$ cat src/rtl/score_seg_display.sv
// score_seg_display: binary score to N-digit active-low seven-segment readout.
// A load captures `value`; a serial double-dabble engine builds BCD in a shadow
// register, then the DONE cycle commits it (or all 9s on overflow) to the
// display bank that feeds the segment decoders.
// Optional feature macro: SCORE_SEG_LZ_BLANK_EN (blank leading zero digits).
module score_seg_display #(
    parameter int unsigned DIGITS = 6,
    parameter int unsigned BIN_W  = 20
) (
    input  logic                  clock,
    input  logic                  resetn,
    input  logic                  load,
    input  logic [BIN_W-1:0]      value,
    output logic                  busy,
    output logic                  valid,
    output logic                  overflow,
    output logic [7*DIGITS-1:0]   hex
);

    localparam int unsigned BCD_W = 4 * DIGITS;
    localparam int unsigned CNT_W = $clog2(BIN_W + 1);

    typedef enum logic [1:0] {
        ST_IDLE  = 2'd0,
        ST_SHIFT = 2'd1,
        ST_DONE  = 2'd2
    } state_e;

    state_e             state_q,   state_d;
    logic [BIN_W-1:0]   shift_q,   shift_d;
    logic [BCD_W-1:0]   shadow_q,  shadow_d;
    logic               scratch_q, scratch_d;
    logic [CNT_W-1:0]   cnt_q,     cnt_d;
    logic [BCD_W-1:0]   disp_q,    disp_d;
    logic               ovf_q,     ovf_d;
    logic               valid_q,   valid_d;
    logic               busy_q,    busy_d;

    logic [BCD_W-1:0]   adj;

    // Seven-segment pattern for one BCD digit, active-low, bit 0 = segment a.
    function automatic logic [6:0] seg7(input logic [3:0] d);
        logic [6:0] s;
        case (d)
            4'd0:    s = 7'h40;
            4'd1:    s = 7'h79;
            4'd2:    s = 7'h24;
            4'd3:    s = 7'h30;
            4'd4:    s = 7'h19;
            4'd5:    s = 7'h12;
            4'd6:    s = 7'h02;
            4'd7:    s = 7'h78;
            4'd8:    s = 7'h00;
            4'd9:    s = 7'h10;
            default: s = 7'h7F;
        endcase
        return s;
    endfunction

    // Add-3 correction of every shadow digit that would exceed 9 after doubling.
    always_comb begin
        adj = shadow_q;
        for (int i = 0; i < int'(DIGITS); i++) begin
            if (shadow_q[4*i +: 4] >= 4'd5) begin
                adj[4*i +: 4] = shadow_q[4*i +: 4] + 4'd3;
            end
        end
    end

    // Next-state and datapath updates for the conversion FSM.
    always_comb begin
        state_d   = state_q;
        shift_d   = shift_q;
        shadow_d  = shadow_q;
        scratch_d = scratch_q;
        cnt_d     = cnt_q;
        disp_d    = disp_q;
        ovf_d     = ovf_q;
        valid_d   = 1'b0;

        case (state_q)
            ST_IDLE: begin
                if (load) begin
                    shift_d   = value;
                    shadow_d  = '0;
                    scratch_d = 1'b0;
                    cnt_d     = CNT_W'(BIN_W);
                    state_d   = ST_SHIFT;
                end
            end
            ST_SHIFT: begin
                shadow_d  = {adj[BCD_W-2:0], shift_q[BIN_W-1]};
                shift_d   = {shift_q[BIN_W-2:0], 1'b0};
                scratch_d = scratch_q | adj[BCD_W-1];
                cnt_d     = cnt_q - CNT_W'(1);
                if (cnt_q == CNT_W'(1)) begin
                    state_d = ST_DONE;
                end
            end
            ST_DONE: begin
                if (scratch_q) begin
                    disp_d = {DIGITS{4'd9}};
                    ovf_d  = 1'b1;
                end else begin
                    disp_d = shadow_q;
                    ovf_d  = 1'b0;
                end
                valid_d = 1'b1;
                state_d = ST_IDLE;
            end
            default: begin
                state_d = ST_IDLE;
            end
        endcase

        busy_d = (state_d != ST_IDLE);
    end

    // State and datapath registers; reset aborts any conversion in flight.
    always_ff @(posedge clock or negedge resetn) begin
        if (!resetn) begin
            state_q   <= ST_IDLE;
            shift_q   <= '0;
            shadow_q  <= '0;
            scratch_q <= 1'b0;
            cnt_q     <= '0;
            disp_q    <= '0;
            ovf_q     <= 1'b0;
            valid_q   <= 1'b0;
            busy_q    <= 1'b0;
        end else begin
            state_q   <= state_d;
            shift_q   <= shift_d;
            shadow_q  <= shadow_d;
            scratch_q <= scratch_d;
            cnt_q     <= cnt_d;
            disp_q    <= disp_d;
            ovf_q     <= ovf_d;
            valid_q   <= valid_d;
            busy_q    <= busy_d;
        end
    end

    // Segment decode from the committed display bank, never from the shadow.
    always_comb begin
        logic [3:0] dig;
        logic [6:0] seg;
`ifdef SCORE_SEG_LZ_BLANK_EN
        logic       lead;
        lead = 1'b1;
`endif
        hex = '0;
        dig = '0;
        seg = '0;
        for (int i = int'(DIGITS) - 1; i >= 0; i--) begin
            dig = disp_q[4*i +: 4];
            seg = seg7(dig);
`ifdef SCORE_SEG_LZ_BLANK_EN
            if (lead && (dig == 4'd0) && (i != 0)) begin
                seg = 7'h7F;
            end else begin
                lead = 1'b0;
            end
`endif
            hex[7*i +: 7] = seg;
        end
    end

    assign busy     = busy_q;
    assign valid    = valid_q;
    assign overflow = ovf_q;

endmodule

$ cat config.mk
export PLATFORM = sky130hd
export DESIGN_NAME = score_seg_display
export DESIGN_NICKNAME = d
export VERILOG_FILES = /design/src/rtl/score_seg_display.sv
export SDC_FILE = /design/constraint.sdc
export NUM_CORES = 1
export LEC_CHECK = 0
export BUFFER_PORTS_ARGS = -buffer_cell sky130_fd_sc_hd__buf_2
export CORE_MARGIN = 2
export CORE_UTILIZATION = 40
export CTS_CLUSTER_DIAMETER = 60
export DETAILED_ROUTE_END_ITERATION = 10
export PLACE_DENSITY = 0.58
export SYNTH_ARGS = -nofsm -noshare
export SYNTH_HDL_FRONTEND = slang
export SYNTH_SLANG_ARGS = --single-unit
$ cat constraint.sdc
create_clock -name clock -period 3.2 [get_ports clock]
set_clock_uncertainty 0.2 [all_clocks]
set_input_delay 0.32 -clock clock [delete_from_list [all_inputs] [get_ports clock]]
set_output_delay 0.32 -clock clock [all_outputs]
set_load 0.01 [all_outputs]
Word-level counts from Yosys, hierarchy flattened --
Memory sizes are Yosys's and may differ from the RTL's. Cells that the tools add are included.
Storage, ports and cells: register bits 79, logic and storage cells 57, memory bits (read-only) 672, output and inout bits 45, memories kept 6, bits of input ports 23
Cells by class: bitwise gates (word level) 1, reduce and logical (&&, ||, !) cells 4, add/subtract/negate cells 7, eq/ne operators 4, mux-type cells 20, order comparisons 6
Memory list:
- (no name shown) | depth 16, width 7, read ports 1, clocked after memory_dff 0, wr ports 0, RTL line 44 | case (d)
- (no name shown) | depth 16, width 7, read ports 1, clocked after memory_dff 0, wr ports 0, RTL line 44
- (no name shown) | depth 16, width 7, read ports 1, clocked after memory_dff 0, wr ports 0, RTL line 44
- (no name shown) | depth 16, width 7, read ports 1, clocked after memory_dff 0, wr ports 0, RTL line 44
- (no name shown) | depth 16, width 7, read ports 1, clocked after memory_dff 0, wr ports 0, RTL line 44
- (no name shown) | depth 16, width 7, read ports 1, clocked after memory_dff 0, wr ports 0, RTL line 44
Operators with widths (number):
- 24-bit 2-to-1 mux | 2
- 24-bit case mux with 2 select lines | 1
- 20-bit case mux with 2 select lines | 1
- 4-bit by 2-bit adder with 4-bit output (second input constant) | 6
- 4-bit by 3-bit greater-or-equal comparator with 1-bit output (second input constant) | 6
- 4-bit 2-to-1 mux | 6
- 20-bit 2-to-1 mux | 1
- 5-bit case mux with 2 select lines | 1
- 5-bit by 1-bit == test with 1-bit output (second input constant) | 1
- 5-bit 2-to-1 mux | 1
- 5-bit by 1-bit subtractor with 5-bit output (second input constant) | 1
- 2-bit 2-to-1 mux | 2
- 2-bit case mux with 2 select lines | 1
- 2-bit nonzero test | 2
- 1-bit 2-to-1 mux | 3
- 2-bit by 1-bit == test with 1-bit output (second input constant) | 1
- 2-bit == test (second input constant) | 1
- 2-bit zero test | 1
- 2-bit != test (second input constant) | 1
- 1-bit case mux with 2 select lines | 1
- 2-bit AND reduction | 1
- 1-bit bitwise OR | 1

Depth between registers and ports, before layout --
depth in word-level cells 4, gate-level depth with buffers 5, mapped depth without buffers 5

Least setup slack after synthesis --
Ideal clock, no wire load.
path type flip-flop to output port, start point register disp_q[21], end point output hex[35], data required time 2.680 ns, stages on the path, launching flop included 6, arrival 1.190 ns, slack 1.490 ns, buffers on the path 0, cell sequence dfrtp_1 inv_1 ha_1 or2_2 a21oi_1 nor2_1
On the way: longest elaborated chain between the ends 1
Ends and longest elaborated chain:
- start: declaration | RTL line 34 | logic [BCD_W-1:0] disp_q, disp_d;
- start signal: assignment | RTL line 137 | disp_q <= disp_d;
- memory 16 x 7 bit
- end: declaration | RTL line 17 | output logic [7*DIGITS-1:0] hex
No other way between the ends.

Final worst setup path --
start point register disp_q[1], end point output hex[0]
The elaborated chain is that of the path after synthesis.

==> results.txt <==
----------------------------------------------------
[Global routing]
  Vias in the first global route ... 4193
  First-pass GRT wire length ... 19400 um
  Overall fraction of global-route tracks in use ... 16.5%
  Overflow left after global routing ... 0
  Initial antenna violation count ... 0
  Grt met3 use ... 4.31%
  Largest net degree at the start of global routing ... 80
  Met2 Resource Use GR ... 27.3%
  Global routing met1 resource utilization ... 21.0%
  Gr busiest metal ... met2

[Power and ir drop]
  Share of total power consumed by net switching ... 40.9%
  Total power after layout ... 5020 uW
  Power share of the combinational group ... 45.2%
  Clock power frac ... 20.4%
  P_leak ... 0.00272 uW
  Internal Power ... 2960 uW
  Power per cell area ... 850 mW/mm^2
  Switching component of the power ... 2050 uW
  VDD IR-drop max ... 0.000546 V
  Flop pwr share ... 34.4%

[Die]
  Initial core utilization ... 41.1%
  Horizontal die dimension ... 118 um
  Row Count ... 41
  Die Y-Extent ... 118 um
  Die area ... 0.0139 sq mm
  Number of primary I/O pins ... 68
  Placeable core area ... 0.0127 sq mm

[Routing]
  DRC violation count after routing ... 0
  Final wirelength ... 11100 um
  Number of design-rule violations left by the first detailed-router iteration ... 176
  DR vias/cell ... 5.25
  Overall via count from detail_route ... 4246
  Drt pass-1 iters ... 4
  Average wire per standard cell ... 13.7 um
  ANT nets after route ... 0

[Timing]
  Final hold violation count ... 0
  Upper clock frequency limit ... 434 MHz
  Fin. max-slew vios ... 0
  Fraction of the cycle the final worst path needs ... 72.0%
  Tightest Pin Transition ... 1020 ps
  Slew margin rel. ... 32.1%
  Setup TNS after final layout ... 0 ps
  Minimum clock period ... 2310 ps
  Setup-violating endpoint count in the final report ... 0
  RSZ-0062 raised after global routing ... no

[Synth]
  Synthesized instance count ... 582
  Synthesized Nets ... 649
  Primary FF master, synth ... sky130_fd_sc_hd__dfrtp_1
  Seq/Total Area, Yosys ... 38.0%
  Yosys cell types ... 47
  Most area-consuming cells after synthesis ... sky130_fd_sc_hd__dfrtp_1 38%, sky130_fd_sc_hd__ha_1 11%, sky130_fd_sc_hd__a21oi_1 5.7%, sky130_fd_sc_hd__nand2b_1 3.8%, sky130_fd_sc_hd__inv_1 3.5%
  Number of enable-type register cells in the synthesized netlist ... 0
  Post-synthesis instance area ... 0.00521 sq mm
  Yosys warning count ... 0
  Share of async-settable or async-resettable flops after synthesis ... 100%
  Post-synthesis register bit count ... 79
  Proportion of netlist area held by the largest area contributor ... 38.0%
  Post-synthesis cell type with the largest combined area ... sky130_fd_sc_hd__dfrtp_1
  Avg Cell Area, Syn ... 8.95 sq um

[Clocking]
  TritonCTS clock tree ... done
  Clock net sink count ... 79
  Clock Root Buffer ... sky130_fd_sc_hd__clkbuf_16
  Number of resized instances in the post-cts repair step ... 0
  Htree depth ... 3
  Clock latency on the worst-skew pair ... 340 ps
  Largest buffer count on any clock path ... 2
  Clock buffer count from CTS ... 9
  Clock edge transition at the registers on the reported setup and hold paths ... 60 ps

[Cells and area]
  Final cell utilization of the core ... 46.6%
  Number of inserted diodes ... 0
  Fraction of final layout cells sized beyond drive strength 1 ... 17.6%
  Number of fill cells ... 1268
  Layout net count ... 698
  Layout overhead on the synthesized area ... 13.4%
  Leading cell type in the layout, fill and taps excluded ... sky130_fd_sc_hd__dfrtp_1
  Number of standard cells in the final layout excluding fillers ... 808
  Most frequent cells in the layout ... 79 x sky130_fd_sc_hd__dfrtp_1, 66 x sky130_fd_sc_hd__buf_2, 59 x sky130_fd_sc_hd__a21oi_1

[Place]
  RePlAce Congestion ... 0.817
  Dpl cells ... 791
  Number of port buffers ... 67
  HPWL after detailed placement ... 7580 um

[Worst hold path]
  Depth of the worst hold-timing path ... 2
  Hold Path Class ... in -> reg

[Setup path]
  Arrival time at the worst endpoint ... 1790 ps
  Maximum cell stage delay along the critical path ... 460 ps
  CP max FO ... 7
  Setup Crit Path Kind ... reg -> out
  Type of origin of the critical path ... flop
  Crit-path cells ... inv_1 > ha_1 > or2_2 > a21oi_1 > nor2_1 > buf_2
  Endpoint class of the critical path ... output port
  Worst path depth ... 6
  Reg2Reg Depth ... 5
  Slowest-stage cell, CP ... sky130_fd_sc_hd__dfrtp_1
  CP required ... 2680 ps
  Kind of cell adding the most delay to the critical path ... flip-flops
  Bufs and invs on worst path ... 2

[Run status]
  Run status ... completed

[Job]
  Total of max-cap violations ... 0

----------------------------------------------------
[logic make-up (layout without fill, tap and decap cells)]
logic type | Yosys count | after routing | synth area share, %
and+or+nand+nor | 163 | 163 | 15.6
AOI/OAI and AO/OA | 204 | 204 | 27.0
adders and majority gates | 44 | 44 | 10.6
muxes | 2 | 2 | 0.409
buffers and inverters | 84 | 138 | 7.47
DFF | 79 | 79 | 38.0
xor gates and xnor gates | 6 | 6 | 1.01
[power groups by stage]
stage	Combinational, uW	Clock, uW	Sequential, uW
3_3_place_gp	2230	0	1730
2_1_floorplan	1900	0	1550
3_5_place_dp	2280	0	1730
6_report	2270	1020	1730
4_1_cts	2290	1060	1720
5_1_grt	2550	1100	1790
[through the flow]
step	hold WS [ps]	worst slack, ps	area [sq um]
2_1_floorplan	-176	1490	5210
3_3_place_gp	289	1100	5590
3_5_place_dp	302	1050	5590
4_1_cts	21.6	875	5900
5_1_grt	25.2	727	5900
6_report	35.7	895	5900
[flip-flops by register name, summed over array words and instances (netlist names)]
name / flops
overflow: 1
shift_q: 20
valid: 1
disp_q: 24
state_q: 2
cnt_q: 5
shadow_q: 24
busy: 1
scratch_q: 1
[per-layer routing]
layer / share of wire, % / wire length, um / vias to the layer above
met5: 0 / 0 / -
li1: - / - / 2138
met4: 1.6 / 179 / 0
met1: 48 / 5270 / 2004
met2: 47 / 5190 / 87
met3: 4.1 / 452 / 17
[cells in the mapped netlist (5+ instances only)]
library cell / count
sky130_fd_sc_hd__nor2_1: 45
sky130_fd_sc_hd__nand2_1: 39
sky130_fd_sc_hd__a32o_1: 6
sky130_fd_sc_hd__nor3_1: 8
sky130_fd_sc_hd__o21ai_1: 26
sky130_fd_sc_hd__o2111ai_1: 9
sky130_fd_sc_hd__nand2b_1: 32
sky130_fd_sc_hd__o32ai_2: 5
sky130_fd_sc_hd__o21a_1: 6
sky130_fd_sc_hd__buf_2: 11
sky130_fd_sc_hd__buf_6: 7
sky130_fd_sc_hd__ha_1: 44
sky130_fd_sc_hd__or2_2: 6
sky130_fd_sc_hd__a31oi_1: 6
sky130_fd_sc_hd__o221ai_1: 5
sky130_fd_sc_hd__clkbuf_1: 14
sky130_fd_sc_hd__xnor2_1: 6
sky130_fd_sc_hd__a22oi_1: 22
sky130_fd_sc_hd__o31ai_1: 18
sky130_fd_sc_hd__a21oi_1: 59
sky130_fd_sc_hd__dfrtp_1: 79
sky130_fd_sc_hd__o21ai_0: 24
sky130_fd_sc_hd__inv_1: 48
sky130_fd_sc_hd__nor2b_1: 27
[final timing paths]
path | from | to | slack [ps]
min | value[0] | shift_q[0] | 40
min reg2reg | overflow | overflow | 300
max | disp_q[1] | hex[0] | 890
max reg2reg | state_q[1] | shadow_q[3] | 1050
min in group asynchronous | resetn | shift_q[3] | 470
max in group asynchronous | resetn | shift_q[5] | 1630
[what timing repair did]
action | 4_1_cts | 5_1_grt
endpoints found under the hold margin | 1 | 0
setup buffers | 0 | 0
hold buffers | 1 | 0
[final cells by class]
type                    instances  area (sq um)  share of cell area, %
flip-flops and latches         79          1980                   33.5
multi-input cells             419          2840                   48.2
inverters                      49           184                   3.12
repair buffers                 73           385                   6.53
clock inverters                 6          58.8                  0.996
well taps                     172           215                   3.65
clock buffers                  10           239                   4.05
No activity file was read; power rests on OpenSTA's default activity.
